--- src/rtl/multicycle_stall_ctrl.sv ---
// Stall controller for long-latency EX units: each unit is either counted
// (fixed latency) or handshaked (waits for its ready, with a timeout).
module multicycle_stall_ctrl #(
  parameter int                      NUNITS    = 2,
  parameter int                      CNTW      = 5,
  parameter logic [NUNITS*CNTW-1:0]  LATENCIES = {5'd0, 5'd8},
  parameter logic [NUNITS-1:0]       HSMASK    = 2'b10,
  parameter int                      TIMEOUT   = 64,
  parameter int                      TOW       = 8
) (
  input  logic              iCLK,
  input  logic              iRST,
  input  logic              iEX_Valid,
  input  logic [NUNITS-1:0] iEX_UnitSel,
  input  logic [NUNITS-1:0] iUnitReady,
  input  logic              iFlush,
  output logic              oStall,
  output logic [NUNITS-1:0] oUnitStart,
  output logic [NUNITS-1:0] oUnitAbort,
  output logic              oBusy,
  output logic [NUNITS-1:0] oActiveUnit,
  output logic              oTimeout
);

  typedef enum logic [1:0] {S_IDLE, S_WAIT, S_DONE} state_t;

  // Counting the start cycle, a handshake unit stalls TIMEOUT cycles in total,
  // so WAIT gives up when the counter holds TIMEOUT-2.
  localparam logic [TOW-1:0]  TO_LAST  = TOW'(TIMEOUT - 2);
  localparam logic [CNTW-1:0] LAT_ONE  = CNTW'(1);

  state_t            r_state;
  logic [CNTW-1:0]   r_lat_cnt;
  logic [TOW-1:0]    r_to_cnt;
  logic [NUNITS-1:0] r_active;
  logic              r_timeout;

  state_t            w_state_nxt;
  logic [CNTW-1:0]   w_lat_nxt;
  logic [TOW-1:0]    w_to_nxt;
  logic [NUNITS-1:0] w_active_nxt;
  logic              w_to_set;

  logic [NUNITS-1:0] w_sel_oh;
  logic [CNTW-1:0]   w_sel_lat;
  logic              w_sel_hs;
  logic              w_req;
  logic              w_act_hs;
  logic              w_act_ready;

  // Lowest set bit of the select vector wins.
  assign w_sel_oh = iEX_UnitSel & (~iEX_UnitSel + NUNITS'(1));

  always_comb begin
    w_sel_lat = '0;
    w_sel_hs  = 1'b0;
    for (int i = 0; i < NUNITS; i++) begin
      if (w_sel_oh[i]) begin
        w_sel_lat = LATENCIES[i*CNTW +: CNTW];
        w_sel_hs  = HSMASK[i];
      end
    end
  end

  // A fixed unit with zero latency is not multicycle at all.
  assign w_req       = iEX_Valid && (|w_sel_oh) && !iFlush && (w_sel_hs || (w_sel_lat != '0));
  assign w_act_hs    = |(HSMASK & r_active);
  assign w_act_ready = |(iUnitReady & r_active);

  always_comb begin
    // NOTE: every output of this block is defaulted first so no path leaves
    // one unassigned, which would otherwise infer a latch.
    w_state_nxt  = r_state;
    w_lat_nxt    = r_lat_cnt;
    w_to_nxt     = r_to_cnt;
    w_active_nxt = r_active;
    w_to_set     = 1'b0;
    oStall       = 1'b0;
    oUnitStart   = '0;
    oUnitAbort   = '0;

    if (iFlush) begin
      w_state_nxt  = S_IDLE;
      w_lat_nxt    = '0;
      w_to_nxt     = '0;
      w_active_nxt = '0;
      if (r_state == S_WAIT) oUnitAbort = r_active;
    end else begin
      unique case (r_state)
        S_IDLE: begin
          if (w_req) begin
            oStall       = 1'b1;
            oUnitStart   = w_sel_oh;
            w_active_nxt = w_sel_oh;
            w_to_nxt     = '0;
            w_lat_nxt    = w_sel_lat - LAT_ONE;
            w_state_nxt  = (!w_sel_hs && w_sel_lat == LAT_ONE) ? S_DONE : S_WAIT;
          end
        end
        S_WAIT: begin
          if (w_act_hs) begin
            if (w_act_ready) begin
              // Result is ready: release the pipeline this very cycle.
              w_state_nxt  = S_IDLE;
              w_active_nxt = '0;
              w_to_nxt     = '0;
            end else begin
              oStall = 1'b1;
              if (r_to_cnt == TO_LAST) begin
                w_state_nxt = S_DONE;
                w_to_set    = 1'b1;
              end else begin
                w_to_nxt = r_to_cnt + TOW'(1);
              end
            end
          end else begin
            oStall = 1'b1;
            if (r_lat_cnt == LAT_ONE) w_state_nxt = S_DONE;
            else                      w_lat_nxt   = r_lat_cnt - LAT_ONE;
          end
        end
        S_DONE: begin
          w_state_nxt  = S_IDLE;
          w_active_nxt = '0;
          w_lat_nxt    = '0;
          w_to_nxt     = '0;
        end
        default: w_state_nxt = S_IDLE;
      endcase
    end
  end

  // NOTE: state registers use non-blocking assignments so every register
  // samples the pre-edge values regardless of statement order.
  always_ff @(posedge iCLK or posedge iRST) begin
    if (iRST) begin
      r_state   <= S_IDLE;
      r_lat_cnt <= '0;
      r_to_cnt  <= '0;
      r_active  <= '0;
      r_timeout <= 1'b0;
    end else begin
      r_state   <= w_state_nxt;
      r_lat_cnt <= w_lat_nxt;
      r_to_cnt  <= w_to_nxt;
      r_active  <= w_active_nxt;
      r_timeout <= r_timeout | w_to_set;
    end
  end

  assign oBusy       = (r_state != S_IDLE);
  assign oActiveUnit = r_active;
  assign oTimeout    = r_timeout;

endmodule

--- config.mk ---
export PLATFORM = sky130hd
export DESIGN_NAME = multicycle_stall_ctrl
export DESIGN_NICKNAME = d
export VERILOG_FILES = /design/src/rtl/multicycle_stall_ctrl.sv
export SDC_FILE = /design/constraint.sdc
export NUM_CORES = 1
export LEC_CHECK = 0
export CELL_PAD_IN_SITES_DETAIL_PLACEMENT = 1
export CELL_PAD_IN_SITES_GLOBAL_PLACEMENT = 2
export CORE_UTILIZATION = 37
export CTS_CLUSTER_DIAMETER = 40
export DETAILED_ROUTE_END_ITERATION = 8
export PLACE_DENSITY = 0.88
export SLEW_MARGIN = 10
export SYNTH_ARGS = -nofsm -noshare
export SYNTH_HDL_FRONTEND = slang
export SYNTH_SLANG_ARGS = --single-unit
--- constraint.sdc ---
create_clock -name iCLK -period 3.11 [get_ports iCLK]
set_input_delay 0.311 -clock iCLK [delete_from_list [all_inputs] [get_ports iCLK]]
set_output_delay 0.311 -clock iCLK [all_outputs]
set_load 0.01 [all_outputs]
* After elaboration in Yosys (flattened, before gate mapping) *
Cells that the tools add are included.

storage, ports and cells
  flip-flop bits (word level) = 18
  output and inout port bits = 9
  logic and storage cells = 87

cells by class
  add/subtract/negate cells = 4
  eq/ne operators = 13
  muxes and demuxes = 42
  bitwise operators = 4
  reduce and logical (&&, ||, !) cells = 18

operators by type and width
  cell                   number
  $mux W8                5
  $mux W2                16
  $pmux W8 S3            1
  $mux W5                4
  $ne A3 B3 Y1 const B   5
  $pmux W5 S3            1
  $reduce_and A4 Y1      3
  $mux W1                10
  $add A8 B1 Y8 const B  1
  $eq A8 B6 Y1 const B   1
  $mux W4                2
  $pmux W2 S3            1
  $eq A5 B1 Y1 const B   1
  $ne A5 B4 Y1 const B   1
  $reduce_bool A5 Y1     1
  $sub A4 B1 Y5 const B  1
  $sub A5 B1 Y5 const B  1
  $and A2 B2 Y2          2
  $eq A4 B1 Y1 const B   1
  $logic_and A1 B1 Y1    4
  $ne A4 B3 Y1 const B   1
  $ne A4 B4 Y1 const B   1
  $pmux W2 S2            1
  $reduce_bool A4 Y1     1
  13 further kinds       15

* Longest topological paths before layout *
Gate-level depths: netlist of the first run.

  depth in word-level cells = 11
  mapped depth = 8
  mapped depth without buffers = 6

* Worst setup path after synthesis of the first run *
No wires, ideal clock.

  path kind = reg-to-reg
  from = register r_to_cnt[0]
  to = register r_to_cnt[0]
  data arrival time = 1.694 ns
  slack = 1.291 ns
  cell stages (with the launch flop) = 8
  clock period less this slack = 1.819 ns
  path through = dfrtp_1 -> inv_1 -> ha_1 -> nor3b_1 -> and4_4 -> buf_6 -> or3_4 -> mux2_4

on the way
  word-level cells in the longest chain between the ends = 6

ends and longest elaborated chain
  item                    RTL line  RTL
  from (decl)             34        logic [TOW-1:0] r_to_cnt;
  from (signal assigned)  145       r_to_cnt <= w_to_nxt;
  $add A8 B1 Y8           113       w_to_nxt = r_to_cnt + TOW'(1);
  $mux W8                 109       if (r_to_cnt == TO_LAST) begin
  $mux W8                 102       if (w_act_ready) begin
  $mux W8                 101       if (w_act_hs) begin
  $pmux W8 S3             89        unique case (r_state)
  $mux W8                 82        if (iFlush) begin

Several ways; a longest one is shown, not always the timed one. The select of a mux whose other input is x is not followed.
A chain may end at the register's enable or synchronous reset.

* Worst setup path after layout of the first run *
  from = register r_state[1]
  to = output port oStall

on the way
  word-level cells in the longest chain between the ends = 3

ends and longest elaborated chain
  item                                              RTL line  RTL
  from (decl)                                       32        state_t r_state;
  from (signal assigned)                            143       r_state <= w_state_nxt;
  $eq A2 B1 Y1 or $logic_not A2 Y1 (tied branches)  89
  $pmux W1 S2 (*)                                   89
  $mux W1 (*)                                       82
  to (decl)                                         17        output logic oStall,

Mark *: on every way between the ends. The rest lies on a longest branch, timed or not.

==> summary.md, run 1 <==
| Metric | Value |
|---|---|
| Status | complete, no violations |
| VDD IR max | about 0.26 mV |
| DP Area | about 1500 um^2 |
| Global-route wire length before repair | around 5300 um |
| Setup Total Neg Slack | 0 ps |
| Flop2flop setup slack | approximately 730 ps |
| IO Count | 17 |
| Final hold viol count | 0 |
| Post-Syn Instances | 140 |
| Crit-path slowest cell | clkdlybuf4s50_1 |
| Starting DRT DRC Count | 22 |
| Drc violations | 0 |
| CTS resizes | 0 |
| Post-Layout Cell Count | 199 |
| Clock buffer count from CTS | 3 |
| Yosys reg bits | 18 |
| RePlAce Congestion | 0.7875 |
| End of the worst register-to-register path | r_to_cnt[1]$_DFFE_PP0P_ |
| Synth-to-Final Area Change | 15.45% |
| CTS tree | done |
| CP Launch Type | flip-flop |
| Pwr/cell area | between 700 and 800 nW/um^2 |
| Period utilization | 81.67% |
| Die area | approximately 3800 um^2 |
| Length in cells of the worst reg-to-reg path | 6 |
| Die Y | around 62 um |
| DR WL/cell | around 17 um |
| Htree depth | 1 |
| Syn Nets | ~160 |
| WS Path Type | flip-flop to output port |
| Hold buffers post-CTS | 0 |
| Max_cap viols | 0 |
| Worst slew pin tran | approximately 740 ps |
| Clk_skew | approximately 7.3 ps |
| Leak | approximately 0.66 nW |
| Async SR Flop Fraction | 100.0% |
| Reg2Reg Launch Point | r_state[1]$_DFFE_PP0P_ |
| Critical-path maximum fanout | 12 |
| Global Route Usage Sum | 19.45% |
| Pins over their slew limit | 0 |
| Setup crit start | r_state[1]$_DFFE_PP0P_ |
| Postcts setup bufs | 0 |
| Drt first pass iters | 3 |
| Cell chain of the critical path | inv_1 > ha_1 > nand2b_4 > a21oi_1 > a21o_1 > clkdlybuf4s50_1 |
| Crit end category | output port |
| Finish-stage setup viols | 0 |
| Total core area | ~3400 um^2 |
| Starting Density | 38.94% |
| Critical Path RT | approximately 2800 ps |
| Worst Hold Class | input port to asynchronous set/reset pin |
| RSZ-0062 raised after global routing | false |
| Vias per cell | approximately 5.7 |
| Routed via count | about 1100 |
| Gr ovfl total | 0 |
| Bufs on Longest Clock Path | 2 |
| Rows | 21 |
| Clk_lat worst skew | ~310 ps |
| Synth cell types | 50 |
| Peak Freq | between 300 and 400 MHz |
| Post-synth EDFFs | 0 |
| Synth warn | 0 |
| Share of layout cells above drive strength 1 | between 9 and 10% |
| Root buf cell | clkbuf_4 |
| Dpl hpwl | approximately 2500 um |
| Crit path DAT | around 2200 ps |
| N_diodes | 0 |
| Post-route minimum period | 2540 ps |
| Mean post-synth cell area | roughly 9.4 um^2 |
| Most used DFF post-synth | dfrtp_1 |
| Remaining antenna violation count | 0 |
| # clock sinks | 18 |
| Die Wd | around 60 um |
| Mapped cell area | between 1000 and 1500 um^2 |
| Vias in the first global route | between 1000 and 1500 |
| Clk slew on worst S/H paths | 110 ps |
| Max incr delay on CP | roughly 530 ps |
| Drt total wl | about 3300 um |
| Initial antenna violation count | 0 |
| Nets | 170 |
| Max-slew headroom | approximately 51% |
| Largest net degree at the start of global routing | 22 |
| Buffers on Ports | 16 |
| Register area share after synthesis | 34.12% |
| Post-route cell area | 1524 um^2 |
| Placed cell count | ~200 |
| Crit path to | oStall |
cells in the mapped netlist (5+ instances only):
master,n,area (um^2)
dfrtp_1,18,450.4
o21bai_1,6,45.04
nor2_1,5,18.77
nor4_1,6,37.54
ha_1,7,87.58
mux2i_1,6,60.06
o21ai_0,8,40.04
buf_2,5,25.02
inv_1,10,37.54
nand2_1,8,30.03
registers in the layout, indices dropped and copies added (netlist names):
signal / flops
r_state: 2
oTimeout: 1
oActiveUnit: 2
r_to_cnt: 8
r_lat_cnt: 5
worst min path at each step:
stage / startpoint / to / slack (ps) / cells past startpoint
after floorplan: iRST / oActiveUnit[0]$_DFFE_PP0P_ / 250 / 1
after global placement: oTimeout$_DFF_PP0_ / oTimeout$_DFF_PP0_ / 470 / 1
after detailed placement: oTimeout$_DFF_PP0_ / oTimeout$_DFF_PP0_ / 480 / 1
after CTS: iRST / r_to_cnt[5]$_DFFE_PP0P_ / 440 / 2
after global routing: iRST / r_lat_cnt[4]$_DFFE_PP0P_ / 490 / 2
final: iRST / r_to_cnt[3]$_DFFE_PP0P_ / 410 / 2
through the flow:
stage               setup WS [ps]  power (mW)  util, %  hold slack, ps
CTS                         599.1       1.118    44.96           443.6
global placement            656.9      0.9624    44.30           473.5
global route                460.8       1.204    44.96           489.0
detailed placement          551.1      0.9983    44.30           484.2
floorplan                    1291      0.8120        -           249.6
finish                      570.2       1.116    44.96           409.8
critical path: cells and delay by family (launching register included):
| kind | cells | cell delay, ps |
|---|---|---|
| DFF | 1 | 420 |
| and+or+nand+nor | 1 | 120 |
| buffers and inverters | 2 | 610 |
| adders and majority gates | 1 | 470 |
| AOI/OAI and AO/OA | 2 | 300 |
routing by layer:
layer	part of all wire [%]	vias to the layer above	track usage, %
li1	-	551	-
met1	47	555	25.32
met2	48	21	32.10
met3	2.7	7	2.899
met4	2.1	0	8.571
met5	0	-	0
power by group:
part	switching [mW]	internal (mW)
logic	0.349	0.275
registers	0.0736	0.293
clock network	0.0801	0.0453
total	0.502	0.614
area by class of cell:
cell class / count / area (um^2)
Tap cell: 46 / 57.56
Inverter: 10 / 37.54
Multi-Input combinational cell: 105 / 788.3
Sequential cell: 18 / 450.4
Clock buffer: 3 / 22.52
Fill cell: 394 / 1866
Timing Repair Buffer: 17 / 167.7
cells in the final DEF, fill, tap and decap left out, types with 2 or more instances in the layout:
| master | instances |
|---|---|
| dfrtp_1 | 18 |
| nor3b_1 | 2 |
| a21oi_1 | 4 |
| o2bb2ai_1 | 3 |
| a21o_1 | 2 |
| o32ai_1 | 2 |
| clkdlybuf4s50_1 | 16 |
| and3_1 | 4 |
| mux2i_1 | 6 |
| and4_4 | 2 |
| ha_1 | 7 |
| inv_1 | 10 |
| a31oi_1 | 2 |
| o21bai_1 | 6 |
| clkbuf_4 | 3 |
| nand2_1 | 8 |
| nand3_1 | 4 |
| xor2_1 | 2 |
| mux2_4 | 2 |
| o21ai_0 | 8 |
| nor2_1 | 5 |
| a41o_1 | 2 |
| nor4_1 | 6 |
| nor3_1 | 2 |
| o31ai_1 | 2 |
logic make-up (layout without fill, tap and decap cells):
| family | Yosys count | in the layout | synth area share (%) |
|---|---|---|---|
| buf+inv | 17 | 30 | 6.161 |
| flops | 18 | 18 | 34.12 |
| simple gates | 45 | 45 | 21.52 |
| fa+ha+maj | 7 | 7 | 6.635 |
| xor+xnor | 2 | 2 | 1.327 |
| compound gates | 43 | 43 | 23.41 |
| mux | 8 | 8 | 6.825 |
No activity file was read; power rests on OpenSTA's default activity.
==> run 2, diff against run 1 <==
--- a/config.mk
+++ b/config.mk
@@ -7,10 +7,10 @@
 export LEC_CHECK = 0
 export CELL_PAD_IN_SITES_DETAIL_PLACEMENT = 1
 export CELL_PAD_IN_SITES_GLOBAL_PLACEMENT = 2
-export CORE_UTILIZATION = 37
+export CORE_UTILIZATION = 34
 export CTS_CLUSTER_DIAMETER = 40
 export DETAILED_ROUTE_END_ITERATION = 8
-export PLACE_DENSITY = 0.88
+export PLACE_DENSITY = 0.82
 export SLEW_MARGIN = 10
 export SYNTH_ARGS = -nofsm -noshare
 export SYNTH_HDL_FRONTEND = slang
==> constraint.sdc (replaced) <==
create_clock -name iCLK -period 2.6 [get_ports iCLK]
set_input_delay 0.26 -clock iCLK [delete_from_list [all_inputs] [get_ports iCLK]]
set_output_delay 0.26 -clock iCLK [all_outputs]
set_load 0.01 [all_outputs]
==> run 2 against run 1 <==
  * Critical path depth unchanged
  * Core utilization is 2.9 points lower
  * Hold slack better by 21 ps
  * Clock power is 62% higher
  * Combinational power up 22%
  * Die area rose by 8.5%
  * Largest power group unchanged
  * Clock-buffer cell count did not move
  * Highest routed layer unchanged
  * Clock skew shrank 6.3 ps
  * Routed wire length grew 2.5%
  * Power rose by 26%
==> summary.md, run 2 (synthesis gave the netlist of run 1 again) <==
| Metric | Value |
|---|---|
| Status | complete, no violations |
| Vias in the first global route | 1266 |
| Finish-stage setup viols | 0 |
| Critical Path RT | about 2300 ps |
| Post-route minimum period | between 2000 and 2500 ps |
| Flop2flop setup slack | 320 ps |
| Most common cell after layout, fill and taps aside | dfrtp_1 |
| Crit-path slowest cell | clkdlybuf4s50_1 |
| Setup crit start | r_state[1]$_DFFE_PP0P_ |
| Pwr/cell area | 905.4 nW/um^2 |
| Global Route Usage Sum | between 10% and 20% |
| Clk_lat worst skew | roughly 250 ps |
| Root buf cell | clkbuf_8 |
| Rows | 22 |
| CTS tree | done |
| Share of layout cells above drive strength 1 | about a tenth |
| Hold buffers post-CTS | 0 |
| Pins over their slew limit | 0 |
| Crit path DAT | between 2000 and 2500 ps |
| CTS resizes | 0 |
| Largest net degree at the start of global routing | 19 |
| Initial antenna violation count | 0 |
| Max reg flops | 8 |
| Routed length on met2 | 1753 um |
| Die Wd | 64.31 um |
| Gr ovfl total | 0 |
| N_diodes | 0 |
| Crit end category | output port |
| WL met3 | about 60 um |
| IO Count | 17 |
| Drt first pass iters | 4 |
| Commonest cells after routing, fill and taps aside | 18 x dfrtp_1, 16 x clkdlybuf4s50_1, 10 x inv_1 |
| Largest register by flop count | r_to_cnt |
| RePlAce Congestion | just under 0.8 |
| Setup Total Neg Slack | 0 ps |
| Worst Hold Class | input port to asynchronous set/reset pin |
| Drt total wl | ~3400 um |
| Postcts setup bufs | 0 |
| Dpl hpwl | about 2600 um |
| Max-slew headroom | ~50% |
| Max_cap viols | 0 |
| Starting DRT DRC Count | 38 |
| CP Launch Type | flip-flop |
| Bufs on Longest Clock Path | 2 |
| Nets | about 170 |
| Die Y | between 60 and 70 um |
| # clock sinks | 18 |
| Clk_skew | 1.087 ps |
| Starting Density | a little over a third |
| M1 WL | around 1500 um |
| Period utilization | between 90% and 100% |
| Clk slew on worst S/H paths | around 70 ps |
| Routed via count | between 1000 and 1500 |
| Final hold viol count | 0 |
| Largest registers | r_to_cnt x8, r_lat_cnt x5 |
| Leak | slightly below 0.7 nW |
| Vias per cell | 5.644 |
| WS Path Type | flip-flop to output port |
| Htree depth | 1 |
| Fillers | 443 |
| Critical-path maximum fanout | 12 |
| Total core area | 3689 um^2 |
| DR top layer | met4 |
| VDD IR max | ~0.23 mV |
| Die area | between 4000 and 5000 um^2 |
| Synth-to-Final Area Change | 17.63% |
| Remaining antenna violation count | 0 |
| Buffers on Ports | 16 |
| Worst slew pin tran | approximately 750 ps |
| RSZ-0062 raised after global routing | false |
| Cell chain of the critical path | inv_1 > ha_1 > nand2b_4 > a21oi_1 > a21o_1 > clkdlybuf4s50_1 |
| Clock buffer count from CTS | 3 |
| Reg2Reg Launch Point | r_state[1]$_DFFE_PP0P_ |
| Post-Layout Cell Count | around 200 |
| Placed cell count | around 200 |
| Global-route wire length before repair | around 5900 um |
| Drc violations | 0 |
| Max incr delay on CP | 520 ps |
| Peak Freq | between 400 and 500 MHz |
| DR WL/cell | between 15 and 20 um |
==> run 2: final cells by class <==
cell class,instances,area [um^2],area share [%]
Multi-Input combinational cell,105,788.3,50.77
Sequential cell,18,450.4,29.01
Timing Repair Buffer,18,175.2,11.28
Tap cell,48,60.06,3.868
Clock buffer,3,41.29,2.659
Inverter,10,37.54,2.417
==> run 2: through the flow <==
step	cell area (um^2)	util [%]	power [mW]	hold slack, ps	setup slack, ps
finish	1553	42.10	1.406	430.7	179.5
global route	1553	42.10	1.526	525.8	48.43
CTS	1553	42.10	1.418	459.5	188.1
global placement	1511	40.98	1.170	481.8	375.2
floorplan	1320	-	0.9713	198.6	781.1
detailed placement	1511	40.98	1.209	500.4	351.6
==> run 2: power breakdown <==
part / internal, mW / leakage [nW] / switching, mW
Combinational: 0.340 / 0.413 / 0.421
Clock: 0.103 / 0.0216 / 0.0995
Sequential: 0.351 / 0.242 / 0.0905
Total: 0.795 / 0.676 / 0.611
==> run 2: final timing paths <==
kind	to	cells after the start
hold / removal	oTimeout$_DFF_PP0_	2
hold reg to reg	oTimeout$_DFF_PP0_	1
setup reg to reg	r_lat_cnt[0]$_DFFE_PP0P_	6
min in group iCLK	oTimeout$_DFF_PP0_	1
setup / recovery	oStall	6
max in group asynchronous	r_lat_cnt[0]$_DFFE_PP0P_	2
==> run 2: worst max-delay path, delay by kind of cell (launching register included) <==
| kind | cells | cell delay (ps) |
|---|---|---|
| buffers and inverters | 2 | 620 |
| adder cells (fa/ha/maj) | 1 | 440 |
| flip-flops | 1 | 410 |
| AO/OA/AOI/OAI | 2 | 320 |
| AND/OR/NAND/NOR | 1 | 110 |
==> run 2: routing by layer <==
layer / global-route usage [%] / vias up
met1: 21.21 / 564
met5: 0 / -
li1: - / 555
met4: 6.389 / 0
met3: 2.500 / 7
met2: 34.34 / 14
